$ cat src/rtl/sdram_port_arbiter.sv
// Round-robin arbiter merging the I-side (read-only) and D-side (read/write) cache masters onto
// one SDRAM controller port; read responses are routed back in issue order via a source FIFO.
module sdram_port_arbiter #(
    parameter int unsigned ADDR_W      = 32,
    parameter int unsigned DATA_W      = 32,
    parameter int unsigned MAX_PENDING = 4
) (
    input  logic                  clk,
    input  logic                  reset,
    input  logic [ADDR_W-1:0]     i_address,
    input  logic                  i_read,
    output logic                  i_waitrequest,
    output logic [DATA_W-1:0]     i_readdata,
    output logic                  i_readdatavalid,
    input  logic [ADDR_W-1:0]     d_address,
    input  logic                  d_read,
    input  logic                  d_write,
    input  logic [DATA_W/8-1:0]   d_byteenable,
    input  logic [DATA_W-1:0]     d_writedata,
    output logic                  d_waitrequest,
    output logic [DATA_W-1:0]     d_readdata,
    output logic                  d_readdatavalid,
    output logic [ADDR_W-1:0]     m_address,
    output logic                  m_read,
    output logic                  m_write,
    output logic [DATA_W/8-1:0]   m_byteenable,
    output logic [DATA_W-1:0]     m_writedata,
    input  logic                  m_waitrequest,
    input  logic [DATA_W-1:0]     m_readdata,
    input  logic                  m_readdatavalid,
    output logic                  err_unexpected_rdv
);

    localparam int unsigned BE_W  = DATA_W / 8;
    localparam int unsigned PTR_W = (MAX_PENDING > 1) ? $clog2(MAX_PENDING) : 1;
    localparam int unsigned CNT_W = $clog2(MAX_PENDING) + 1;
    localparam logic [CNT_W-1:0] MaxCnt = CNT_W'(MAX_PENDING);

    typedef enum logic {SrcI = 1'b0, SrcD = 1'b1} src_e;

    logic [CNT_W-1:0]       pend_count_q, pend_count_d;
    logic [PTR_W-1:0]       wr_ptr_q, wr_ptr_d;
    logic [PTR_W-1:0]       rd_ptr_q, rd_ptr_d;
    logic [MAX_PENDING-1:0] fifo_q, fifo_d;
    logic                   lock_valid_q, lock_valid_d;
    src_e                   lock_src_q, lock_src_d;
    src_e                   last_src_q, last_src_d;
    logic                   err_q, err_d;
    logic [ADDR_W-1:0]      addr_hold_q, addr_hold_d;
    logic [DATA_W-1:0]      wdata_hold_q, wdata_hold_d;
    logic [BE_W-1:0]        be_hold_q, be_hold_d;

    logic read_room, i_elig, d_elig;
    logic gnt_valid, gnt_active;
    src_e gnt_src;
    logic accept, push, pop;

    // Eligibility uses the registered count only: a pop this cycle does not free a slot yet.
    assign read_room = (pend_count_q < MaxCnt);
    assign i_elig    = i_read & read_room;
    assign d_elig    = d_write | (d_read & read_room);

    always_comb begin
        gnt_valid = 1'b0;
        gnt_src   = SrcI;
        if (lock_valid_q) begin
            gnt_valid = 1'b1;
            gnt_src   = lock_src_q;
        end else if (i_elig && d_elig) begin
            gnt_valid = 1'b1;
            gnt_src   = (last_src_q == SrcI) ? SrcD : SrcI;
        end else if (d_elig) begin
            gnt_valid = 1'b1;
            gnt_src   = SrcD;
        end else if (i_elig) begin
            gnt_valid = 1'b1;
            gnt_src   = SrcI;
        end
    end

    assign gnt_active = gnt_valid & ~reset;

    always_comb begin
        m_address    = addr_hold_q;
        m_writedata  = wdata_hold_q;
        m_byteenable = be_hold_q;
        m_read       = 1'b0;
        m_write      = 1'b0;
        if (gnt_active) begin
            if (gnt_src == SrcD) begin
                m_address    = d_address;
                m_writedata  = d_writedata;
                m_byteenable = d_byteenable;
                m_write      = d_write;
                m_read       = d_read & ~d_write;
            end else begin
                m_address    = i_address;
                m_byteenable = '1;
                m_read       = i_read;
            end
        end
    end

    assign addr_hold_d  = m_address;
    assign wdata_hold_d = m_writedata;
    assign be_hold_d    = m_byteenable;

    assign i_waitrequest = ~(gnt_active && gnt_src == SrcI) | m_waitrequest;
    assign d_waitrequest = ~(gnt_active && gnt_src == SrcD) | m_waitrequest;

    assign accept = gnt_active & ~m_waitrequest;
    assign push   = accept & m_read;
    assign pop    = m_readdatavalid & (pend_count_q != '0) & ~reset;

    assign i_readdata      = m_readdata;
    assign d_readdata      = m_readdata;
    assign i_readdatavalid = pop & (fifo_q[rd_ptr_q] == SrcI);
    assign d_readdatavalid = pop & (fifo_q[rd_ptr_q] == SrcD);
    assign err_unexpected_rdv = err_q;

    always_comb begin
        fifo_d       = fifo_q;
        wr_ptr_d     = wr_ptr_q;
        rd_ptr_d     = rd_ptr_q;
        pend_count_d = pend_count_q;
        if (push) begin
            fifo_d[wr_ptr_q] = gnt_src;
            wr_ptr_d         = wr_ptr_q + 1'b1;
        end
        if (pop) begin
            rd_ptr_d = rd_ptr_q + 1'b1;
        end
        if (push && !pop) begin
            pend_count_d = pend_count_q + 1'b1;
        end else if (pop && !push) begin
            pend_count_d = pend_count_q - 1'b1;
        end
    end

    always_comb begin
        lock_valid_d = lock_valid_q;
        lock_src_d   = lock_src_q;
        last_src_d   = last_src_q;
        if (accept) begin
            lock_valid_d = 1'b0;
            last_src_d   = gnt_src;
        end else if (gnt_active) begin
            lock_valid_d = 1'b1;
            lock_src_d   = gnt_src;
        end
    end

    assign err_d = err_q | (m_readdatavalid & (pend_count_q == '0));

    always_ff @(posedge clk) begin
        if (reset) begin
            pend_count_q <= '0;
            wr_ptr_q     <= '0;
            rd_ptr_q     <= '0;
            fifo_q       <= '0;
            lock_valid_q <= 1'b0;
            lock_src_q   <= SrcI;
            last_src_q   <= SrcI;
            err_q        <= 1'b0;
            addr_hold_q  <= '0;
            wdata_hold_q <= '0;
            be_hold_q    <= '0;
        end else begin
            pend_count_q <= pend_count_d;
            wr_ptr_q     <= wr_ptr_d;
            rd_ptr_q     <= rd_ptr_d;
            fifo_q       <= fifo_d;
            lock_valid_q <= lock_valid_d;
            lock_src_q   <= lock_src_d;
            last_src_q   <= last_src_d;
            err_q        <= err_d;
            addr_hold_q  <= addr_hold_d;
            wdata_hold_q <= wdata_hold_d;
            be_hold_q    <= be_hold_d;
        end
    end

endmodule
$ cat config.mk
export PLATFORM = sky130hd
export DESIGN_NAME = sdram_port_arbiter
export DESIGN_NICKNAME = d
export VERILOG_FILES = /design/src/rtl/sdram_port_arbiter.sv
export SDC_FILE = /design/constraint.sdc
export NUM_CORES = 1
export LEC_CHECK = 0
export BUFFER_PORTS_ARGS = -buffer_cell sky130_fd_sc_hd__buf_2
export CAP_MARGIN = 15
export CORE_AREA = 2 2 107 109
export CTS_CLUSTER_SIZE = 40
export DETAILED_ROUTE_END_ITERATION = 12
export DIE_AREA = 0 0 109 111
export MAX_ROUTING_LAYER = met4
export PLACE_DENSITY = 0.76
export SLEW_MARGIN = 15
export SYNTH_ARGS = -nofsm -noshare
export SYNTH_HDL_FRONTEND = slang
export SYNTH_SLANG_ARGS = --single-unit
$ cat constraint.sdc
create_clock -name clk -period 3.6 [get_ports clk]
set_clock_uncertainty 0.1 [all_clocks]
set_input_delay 0.18 -clock clk [delete_from_list [all_inputs] [get_ports clk]]
set_output_delay 0.18 -clock clk [all_outputs]
set_load 0.05 [all_outputs]
==> results of run 1 <==
worst min path at each step:
stage / startpoint / end / slack, ps / cells after the start
5_1_grt: d_writedata[14] / wdata_hold_q[14]$_SDFF_PP0_ / 100 / 3
4_1_cts: d_writedata[14] / wdata_hold_q[14]$_SDFF_PP0_ / 80 / 3
3_3_place_gp: m_readdata[5] / d_readdata[5] / 260 / 0
2_1_floorplan: m_readdatavalid / err_unexpected_rdv$_SDFF_PP0_ / 220 / 2
6_report: d_writedata[14] / wdata_hold_q[14]$_SDFF_PP0_ / 90 / 3
3_5_place_dp: m_readdata[5] / d_readdata[5] / 260 / 0
where the power goes:
group	internal [mW]	switching, mW	leakage (nW)	total, mW
Combinational	0.335	0.679	1.78	1.01
Clock	0.609	0.362	0.153	0.970
Sequential	1.00	0.0333	0.684	1.04
logic make-up after synthesis:
group / Yosys count / share of synthesized area
simple gates: 128 / 0.168
buf+inv: 92 / 0.152
flops: 83 / 0.381
mux: 68 / 0.190
compound gates: 57 / 0.0818
fa+ha+maj: 6 / 0.0189
xor+xnor: 4 / 0.00804
worst max-delay path, cell delays in order (launching register included):
cell,delay (ps)
dfxtp_1,390
and4bb_1,260
a221oi_4,230
buf_4,550
nand2_4,470
or2_2,460
buf_2,220
area by class of cell:
type	instances	area, µm²	area share
clock inverter	6	90.1	0.0175
sequential	83	1660	0.322
timing repair buffer	185	938	0.182
inverter	5	18.8	0.00364
tap	143	179	0.0347
multi-input combinational	263	2040	0.396
clock buffer	10	229	0.0444
flip-flops by register name (all words and copies together), names as in the netlist:
| register | cells |
|---|---|
| addr_hold_q | 32 |
| wdata_hold_q | 32 |
| be_hold_q | 4 |
| fifo_q | 4 |
| pend_count_q | 3 |
| rd_ptr_q | 2 |
| wr_ptr_q | 2 |
| err_unexpected_rdv | 1 |
| last_src_q | 1 |
| lock_src_q | 1 |
| lock_valid_q | 1 |
cell usage in the layout (no fill, tap or decap), types with 2 or more instances in the layout:
master / count
mux2_2: 7
or2_2: 2
buf_4: 3
inv_1: 5
mux2i_1: 35
nor2_1: 42
nand2b_1: 3
or3_1: 2
buf_2: 181
and2b_1: 19
nor3_1: 2
xor2_1: 3
bufinv_16: 2
o22a_1: 4
mux2_4: 25
o21ai_0: 5
a21oi_2: 3
nor2b_1: 51
a21oi_1: 36
dfxtp_1: 83
clkbuf_16: 9
clkinv_4: 2
a211oi_1: 3
ha_1: 5
repair_timing:
item                                   in CTS  in global routing
resized for setup                           0                  0
endpoints found under the hold margin       1                  0
hold buffers                                1                  0
buffers inserted                            0                  0
metal layers:
layer | part of all wire | up-vias
met1 | 0.41 | 1404
met3 | 0.10 | 10
met4 | 0.015 | 0
li1 | - | 1605
met2 | 0.47 | 188
met5 | 0 | -
==> metrics.txt, run 1 <==
Synth Warn # 0; crit path launch pend_count_q[2]$_SDFFE_PP0P_; Crit Path Class reg2out; Core Region 11100 µm²; reg2reg start pend_count_q[2]$_SDFFE_PP0P_; die height 111 µm; f_max 312 MHz; placed cell area 4830 µm²; Pleak 2.62 nW; hpwl dp 6990 µm; share of layout cells above drive strength 1 0.437; worst-margin pin slew 846 ps; Initial DRC Count 66; Layout Area Growth over Synthesis 18.3%; CTS tree yes; Synth Cell Area 4360 µm²; relative slew slack 0.428; antenna violations before repair 0; register bit total from synthesis 83; Placer Congestion 0.781; Synth Instances 438; # setup viols final 0; Synth Area per Inst 9.95 µm²; startpoint types flip-flop; number of H-tree levels 3; Synth area leader dfxtp_1; crit end category output port; worst setup margin 395 ps; Final Cell Area 5160 µm²; total CTS buffers 9; Power Density 586 nW/µm²; most common cell in the netlist dfxtp_1; first-pass GRT wire length 14600 µm; Synth cell types 39; result of the run finished clean; row count 39; synthesized net count 583; initial core utilization 0.394; Post-synth top cells 83 x dfxtp_1, 65 x buf_4, 51 x nor2b_1; post-layout util 0.466; Clock transition at path regs 60 ps; Post-Place Worst Slack 669 ps; Worst Path Max Fanout 38; GRT overflow 0; M2 GR Usage 0.261; Max clock buf depth 2; top cell type's share of synthesized area 0.381; HP Class in2reg; final cell count without fillers 695; pin count of the biggest net entering global routing 72; Final Hold Viols 0; CP required 3320 ps; vias in the first global route 3184; Reg2Reg Depth 10; PortBufs 181; via count 3207; WP data arrival 2920 ps; placed cell count 678; met3 global-route usage 0.0594; layer carrying the most global-route usage met2; Reg-to-Reg End pend_count_q[2]$_SDFFE_PP0P_; Max-Cap Viols 0; final WL 9270 µm; Ports 278; Tot Pwr 3.02 mW; Hold Slack 91.6 ps; nets 692; WL per Instance 13.3 µm; via/cell ratio 4.61; final slew viol count 0; Post-synth ARST share 0; drt pass-1 iters 4; total track usage 0.156; clock sink count 83; top post-synthesis cells by area dfxtp_1 38%, buf_4 11%, mux2_4 8.6%, mux2i_1 8.0%, nor2b_1 7.3%; root buffer cell clkbuf_16; diode count 0; Primary FF master, synth dfxtp_1; drt drc 0; fin crit period 3200 ps; end of the critical path d_waitrequest; fillers 1029; Post-synth EDFFs 0; peak supply drop 0.342 mV; met1 GRT Util 0.167; DIE WIDTH 109 µm; Routed Antenna Nets 0; register-to-register setup slack 740 ps; register area share after synthesis 0.381; total negative slack 0 ps; unrepaired setup endpoints after global routing false; clk_lat worst skew 330 ps; post-route clock period utilization 0.890; full die area 12100 µm²
(Power assumes the default switching activity.)
==> run 2, diff against run 1 <==
- CORE_AREA: 2 2 107 109 -> default
- CORE_MARGIN: default -> 1
- CORE_UTILIZATION: default -> 39
- DIE_AREA: 0 0 109 111 -> default
- PLACE_DENSITY: 0.76 -> 0.77
- clock period: 3.6 -> 2.7 ns (I/O delays scaled with it)
==> run 2 against run 1 <==
Compared with the run above:
- via count rose by 2.0%
- cell area rose by 0.29%
- register-to-register slack got worse by 630 ps
- setup slack got worse by 290 ps
- sequential power rose by 33%
- critical path depth rose by 4
- power rose by 22%
- routed wire length rose by 6.6%
==> metrics.txt, run 2 (synthesis gave the netlist of run 1 again) <==
number of H-tree levels 3 (unchanged); worst setup margin 106 ps (was 395 ps); DIE WIDTH 108 µm (was 109 µm); first-pass GRT wire length 15000 µm (was 14600 µm); share of layout cells above drive strength 1 0.452 (was 0.437); WP data arrival 2770 ps (was 2920 ps); GRT overflow 0 (unchanged); total CTS buffers 9 (unchanged); vias in the first global route 3171 (was 3184); WL per Instance 14.2 µm (was 13.3 µm); total negative slack 0 ps (unchanged); relative slew slack 0.677 (was 0.428); drt drc 0 (unchanged); Max-Cap Viols 0 (unchanged); startpoint types flip-flop (unchanged); Max clock buf depth 2 (unchanged); final WL 9880 µm (was 9270 µm); PortBufs 181 (unchanged); antenna violations before repair 0 (unchanged); HP Class in2reg (unchanged); commonest non-fill, non-tap cell in the layout buf_2 (unchanged); Ports 278 (unchanged); Core Region 10900 µm² (was 11100 µm²); post-route clock period utilization 0.961; biggest regs addr_hold_q (32), wdata_hold_q (32) (unchanged); switching share of power 0.388 (was 0.355); drt pass-1 iters 4 (unchanged); sequential fraction of design power 0.375 (was 0.343); Power Density 712 nW/µm² (was 586 nW/µm²); clk_lat worst skew 350 ps (was 330 ps); unrepaired setup endpoints after global routing true (was false); total track usage 0.173 (was 0.156); Pleak 2.61 nW (was 2.62 nW); CP required 2880 ps (was 3320 ps); CTS tree yes (unchanged); clock sink count 83 (unchanged); Placer Congestion 0.789 (was 0.781); root buffer cell clkbuf_8 (was clkbuf_16); Hold Slack 20.0 ps (was 91.6 ps); Layout Area Growth over Synthesis 18.7% (was 18.3%); pin count of the biggest net entering global routing 72 (unchanged); nets 697 (was 692); diode count 0 (unchanged); via/cell ratio 4.69 (was 4.61); Post-Place Worst Slack 104 ps (was 669 ps); row count 38 (was 39); full die area 11600 µm² (was 12100 µm²); f_max 385 MHz; # setup viols final 0 (unchanged); Routed Antenna Nets 0 (unchanged); Internal 2.25 mW (was 1.95 mW); Initial DRC Count 109 (was 66); P_sw 1.43 mW (was 1.07 mW); crit end category flip-flop (was output port); peak supply drop 0.360 mV (was 0.342 mV); worst-margin pin slew 485 ps (was 846 ps); via count 3271 (was 3207); Setup Buffers After CTS 0 (unchanged); Comb pwr share 0.383 (was 0.336); hpwl dp 7350 µm (was 6990 µm); die height 108 µm (was 111 µm); result of the run finished clean (unchanged); post-layout util 0.475 (was 0.466); Final Hold Viols 0 (unchanged); Worst Path Max Fanout 3 (was 38); fin crit period 2590 ps; final slew viol count 0 (unchanged); initial core utilization 0.400 (was 0.394); Crit Path Class reg2reg (was reg2out); Clock transition at path regs 90 ps (was 60 ps); most frequent cells in the layout 166 x buf_2, 81 x dfxtp_1, 51 x nor2b_1 (was 181 x buf_2, 83 x dfxtp_1, 51 x nor2b_1); share of power burned in the clock network 0.242 (was 0.321)
## run 2: cell types whose count changed in the layout (fill, tap and decap cells not counted), sizes merged
cell / before / now
bufinv: 2 / 1
buf: 184 / 182
dlygate4sd3: 1 / 2
clkbuf: 10 / 16
inv: 5 / 6
## run 2: worst max-delay path, stage by stage (launching register included)
cell and delay (ps):
dfxtp_4 380, and4bb_1 240, a221oi_4 290, mux2i_2 140
nor3_2 170, ha_2 230, inv_1 60, fa_2 330
xor2_1 170, or3_1 300, a21oi_1 120
## run 2: routing by layer
| layer | part of all wire | track usage |
|---|---|---|
| met1 | 0.40 | 0.182 |
| met2 | 0.50 | 0.297 |
| met3 | 0.090 | 0.0599 |
| met4 | 0.012 | 0.0665 |
| met5 | 0 | - |
## run 2: power groups by stage
stage | Combinational, mW | Sequential, mW | Clock (mW)
floorplan | 1.36 | 1.41 | 0
global placement | 1.36 | 1.40 | 0
detailed placement | 1.38 | 1.41 | 0
CTS | 1.40 | 1.38 | 0.922
global route | 1.51 | 1.39 | 0.974
finish | 1.41 | 1.38 | 0.890
## run 2: final cells by class
class / instances / area, µm²
Clock buffer: 10 / 128
Clock inverter: 6 / 65.1
Fill cell: 1042 / 5720
Inverter: 5 / 18.8
Multi-Input combinational cell: 263 / 2070
Sequential cell: 83 / 1670
Tap cell: 140 / 175
Timing Repair Buffer: 190 / 1050
## run 2: final timing paths
| check | start | to | slack, ps | depth (start not counted) |
|---|---|---|---|---|
| max | lock_valid_q$_SDFFE_PP0N_ | pend_count_q[2]$_SDFFE_PP0P_ | 110 | 10 |
| min | d_byteenable[2] | be_hold_q[2]$_SDFF_PP0_ | 20 | 3 |
| max reg2reg | lock_valid_q$_SDFFE_PP0N_ | pend_count_q[2]$_SDFFE_PP0P_ | 110 | 10 |
| min reg2reg | err_unexpected_rdv$_SDFF_PP0_ | err_unexpected_rdv$_SDFF_PP0_ | 370 | 2 |
## run 2: repair_timing
action	CTS	global route
resized for setup	9	20
cloned	0	0
endpoints found under the setup margin	62	58
pin swaps	0	2
hold buffers	2	0
endpoints found under the hold margin	2	0
## run 2: per-stage QoR
stage	instances	power, mW	cell area (µm²)
after floorplan	438	2.76	4370
after CTS	697	3.70	5130
final	697	3.68	5170
after global placement	679	2.76	4880
after global routing	697	3.87	5170
after detailed placement	679	2.79	4880
==> run 3, diff against run 2 <==
- CELL_PAD_IN_SITES_DETAIL_PLACEMENT: default -> 1
- CELL_PAD_IN_SITES_GLOBAL_PLACEMENT: default -> 1
- CORE_UTILIZATION: 39 -> 27
- PLACE_DENSITY: 0.77 -> default
- PLACE_DENSITY_LB_ADDON: default -> 0.1
==> run 3 against run 2 <==
Compared with the run above:
- core utilization down 14 points
- register-to-register slack about the same
- die area up 44%
- non-clock buffer count up 2
- critical path type is now reg2out
- largest cell class unchanged
==> metrics.txt, run 3 (synthesis gave the netlist of run 1 again) <==
result of the run finished clean (unchanged); Final Hold Viols 0 (unchanged); PortBufs 181 (unchanged); Clock transition at path regs 60 ps (was 90 ps); reg2reg start lock_valid_q$_SDFFE_PP0N_ (unchanged); Routed Antenna Nets 0 (unchanged); worst setup margin 77.5 ps (was 106 ps); antenna violations before repair 0 (unchanged); DIE WIDTH 129 µm (was 108 µm); clk_lat worst skew 330 ps (was 350 ps); final WL 10600 µm (was 9880 µm); Power Density 751 nW/µm² (was 712 nW/µm²); commonest non-fill, non-tap cell in the layout buf_2 (unchanged); startpoint types flip-flop (unchanged); CTS tree yes (unchanged); HP Class in2reg (unchanged); Crit Path Class reg2out (was reg2reg); first-pass GRT wire length 16300 µm (was 15000 µm); Max clock buf depth 2 (unchanged); WP data arrival 2390 ps (was 2770 ps); full die area 16700 µm² (was 11600 µm²); unrepaired setup endpoints after global routing true (unchanged); drt pass-1 iters 4 (unchanged); Worst Hold Endpoint wdata_hold_q[11]$_SDFF_PP0_ (was be_hold_q[2]$_SDFF_PP0_); total negative slack 0 ps (unchanged); post-layout util 0.338 (was 0.475); die height 129 µm (was 108 µm); most frequent cells in the layout 175 x buf_2, 81 x dfxtp_1, 51 x nor2b_1 (was 166 x buf_2, 81 x dfxtp_1, 51 x nor2b_1); drt drc 0 (unchanged); CP required 2470 ps (was 2880 ps); initial core utilization 0.275 (was 0.400); share of layout cells above drive strength 1 0.449 (was 0.452); fin crit period 2620 ps (was 2590 ps); relative slew slack 0.278 (was 0.677); diode count 0 (unchanged); worst-margin pin slew 1070 ps (was 485 ps); Core Region 15800 µm² (was 10900 µm²); row count 46 (was 38); vias in the first global route 3244 (was 3171); nets 699 (was 697); Pleak 2.66 nW (was 2.61 nW); Tot Pwr 4.01 mW (was 3.68 mW); Layout Area Growth over Synthesis 22.6% (was 18.7%); via count 3289 (was 3271); Hold Path Stages 3 (unchanged); register-to-register setup slack 110 ps (about the same); placed cell area 5020 µm² (was 4880 µm²); final cell count without fillers 775 (was 697); peak supply drop 0.235 mV (was 0.360 mV); Reg2Reg Depth 10 (unchanged); final slew viol count 0 (unchanged); clock sink count 83 (unchanged); placed cell count 757 (was 679); post-route clock period utilization 0.971 (was 0.961); f_max 381 MHz (was 385 MHz); Initial DRC Count 74 (was 109); WL per Instance 13.7 µm (was 14.2 µm); Post-Place Worst Slack 7.29 ps (was 104 ps); total track usage 0.130 (was 0.173); GRT overflow 0 (unchanged); Ports 278 (unchanged); number of H-tree levels 3 (unchanged); root buffer cell clkbuf_16 (was clkbuf_8); Worst Path Max Fanout 38 (was 3); Placer Congestion 0.719 (was 0.789); hpwl dp 7830 µm (was 7350 µm); via/cell ratio 4.24 (was 4.69); total CTS buffers 9 (unchanged); # setup viols final 0 (unchanged); pin count of the biggest net entering global routing 54 (was 72); Reg-to-Reg End pend_count_q[2]$_SDFFE_PP0P_ (unchanged); Max-Cap Viols 0 (unchanged); crit end category output port (was flip-flop); Hold Startpoint d_writedata[11] (was d_byteenable[2]); biggest regs addr_hold_q (32), wdata_hold_q (32) (unchanged); Hold Slack 48.3 ps (was 20.0 ps); Final Cell Area 5340 µm² (was 5170 µm²)
==> run 3: repair_timing <==
item,4_1_cts,5_1_grt
hold buffers,1,0
setup buffers,0,1
endpoints found under the hold margin,1,0
resized for setup,1,12
pin swaps,0,2
endpoints found under the setup margin,1,34
==> run 3: worst max-delay path by stage <==
stage | start | to | cells past startpoint
floorplan | lock_valid_q$_SDFFE_PP0N_ | pend_count_q[2]$_SDFFE_PP0P_ | 11
global placement | pend_count_q[2]$_SDFFE_PP0P_ | pend_count_q[2]$_SDFFE_PP0P_ | 10
detailed placement | pend_count_q[2]$_SDFFE_PP0P_ | pend_count_q[2]$_SDFFE_PP0P_ | 10
CTS | lock_valid_q$_SDFFE_PP0N_ | pend_count_q[2]$_SDFFE_PP0P_ | 10
global route | lock_valid_q$_SDFFE_PP0N_ | m_writedata[27] | 7
finish | lock_valid_q$_SDFFE_PP0N_ | m_writedata[19] | 7
==> run 3: layer usage <==
metal	track usage	up-vias	share of wire
met5	-	-	0
met4	0.0574	0	0.013
met3	0.0400	11	0.089
met2	0.199	156	0.44
met1	0.157	1505	0.46
li1	-	1617	-
==> run 3: layout make-up <==
class	count	area (µm²)
Timing Repair Buffer	192	1040
Fill cell	1888	10500
Tap cell	216	270
Clock inverter	2	35.0
Multi-Input combinational cell	263	2050
Sequential cell	83	1670
Clock buffer	14	254
Inverter	5	18.8
==> run 3: critical path, cell delays in order, from the launching register on <==
cell and delay, ps:
dfxtp_4 370, and4bb_1 240, a221oi_4 290, buf_12 300, nand2_4 80, buf_12 190, mux2_4 340, buf_2 220
==> run 3: power breakdown <==
group | internal [mW] | total (mW) | switching [mW] | leakage (nW)
sequential | 1.34 | 1.38 | 0.0455 | 0.685
clock | 0.742 | 1.22 | 0.476 | 0.141
combinational | 0.477 | 1.41 | 0.931 | 1.83
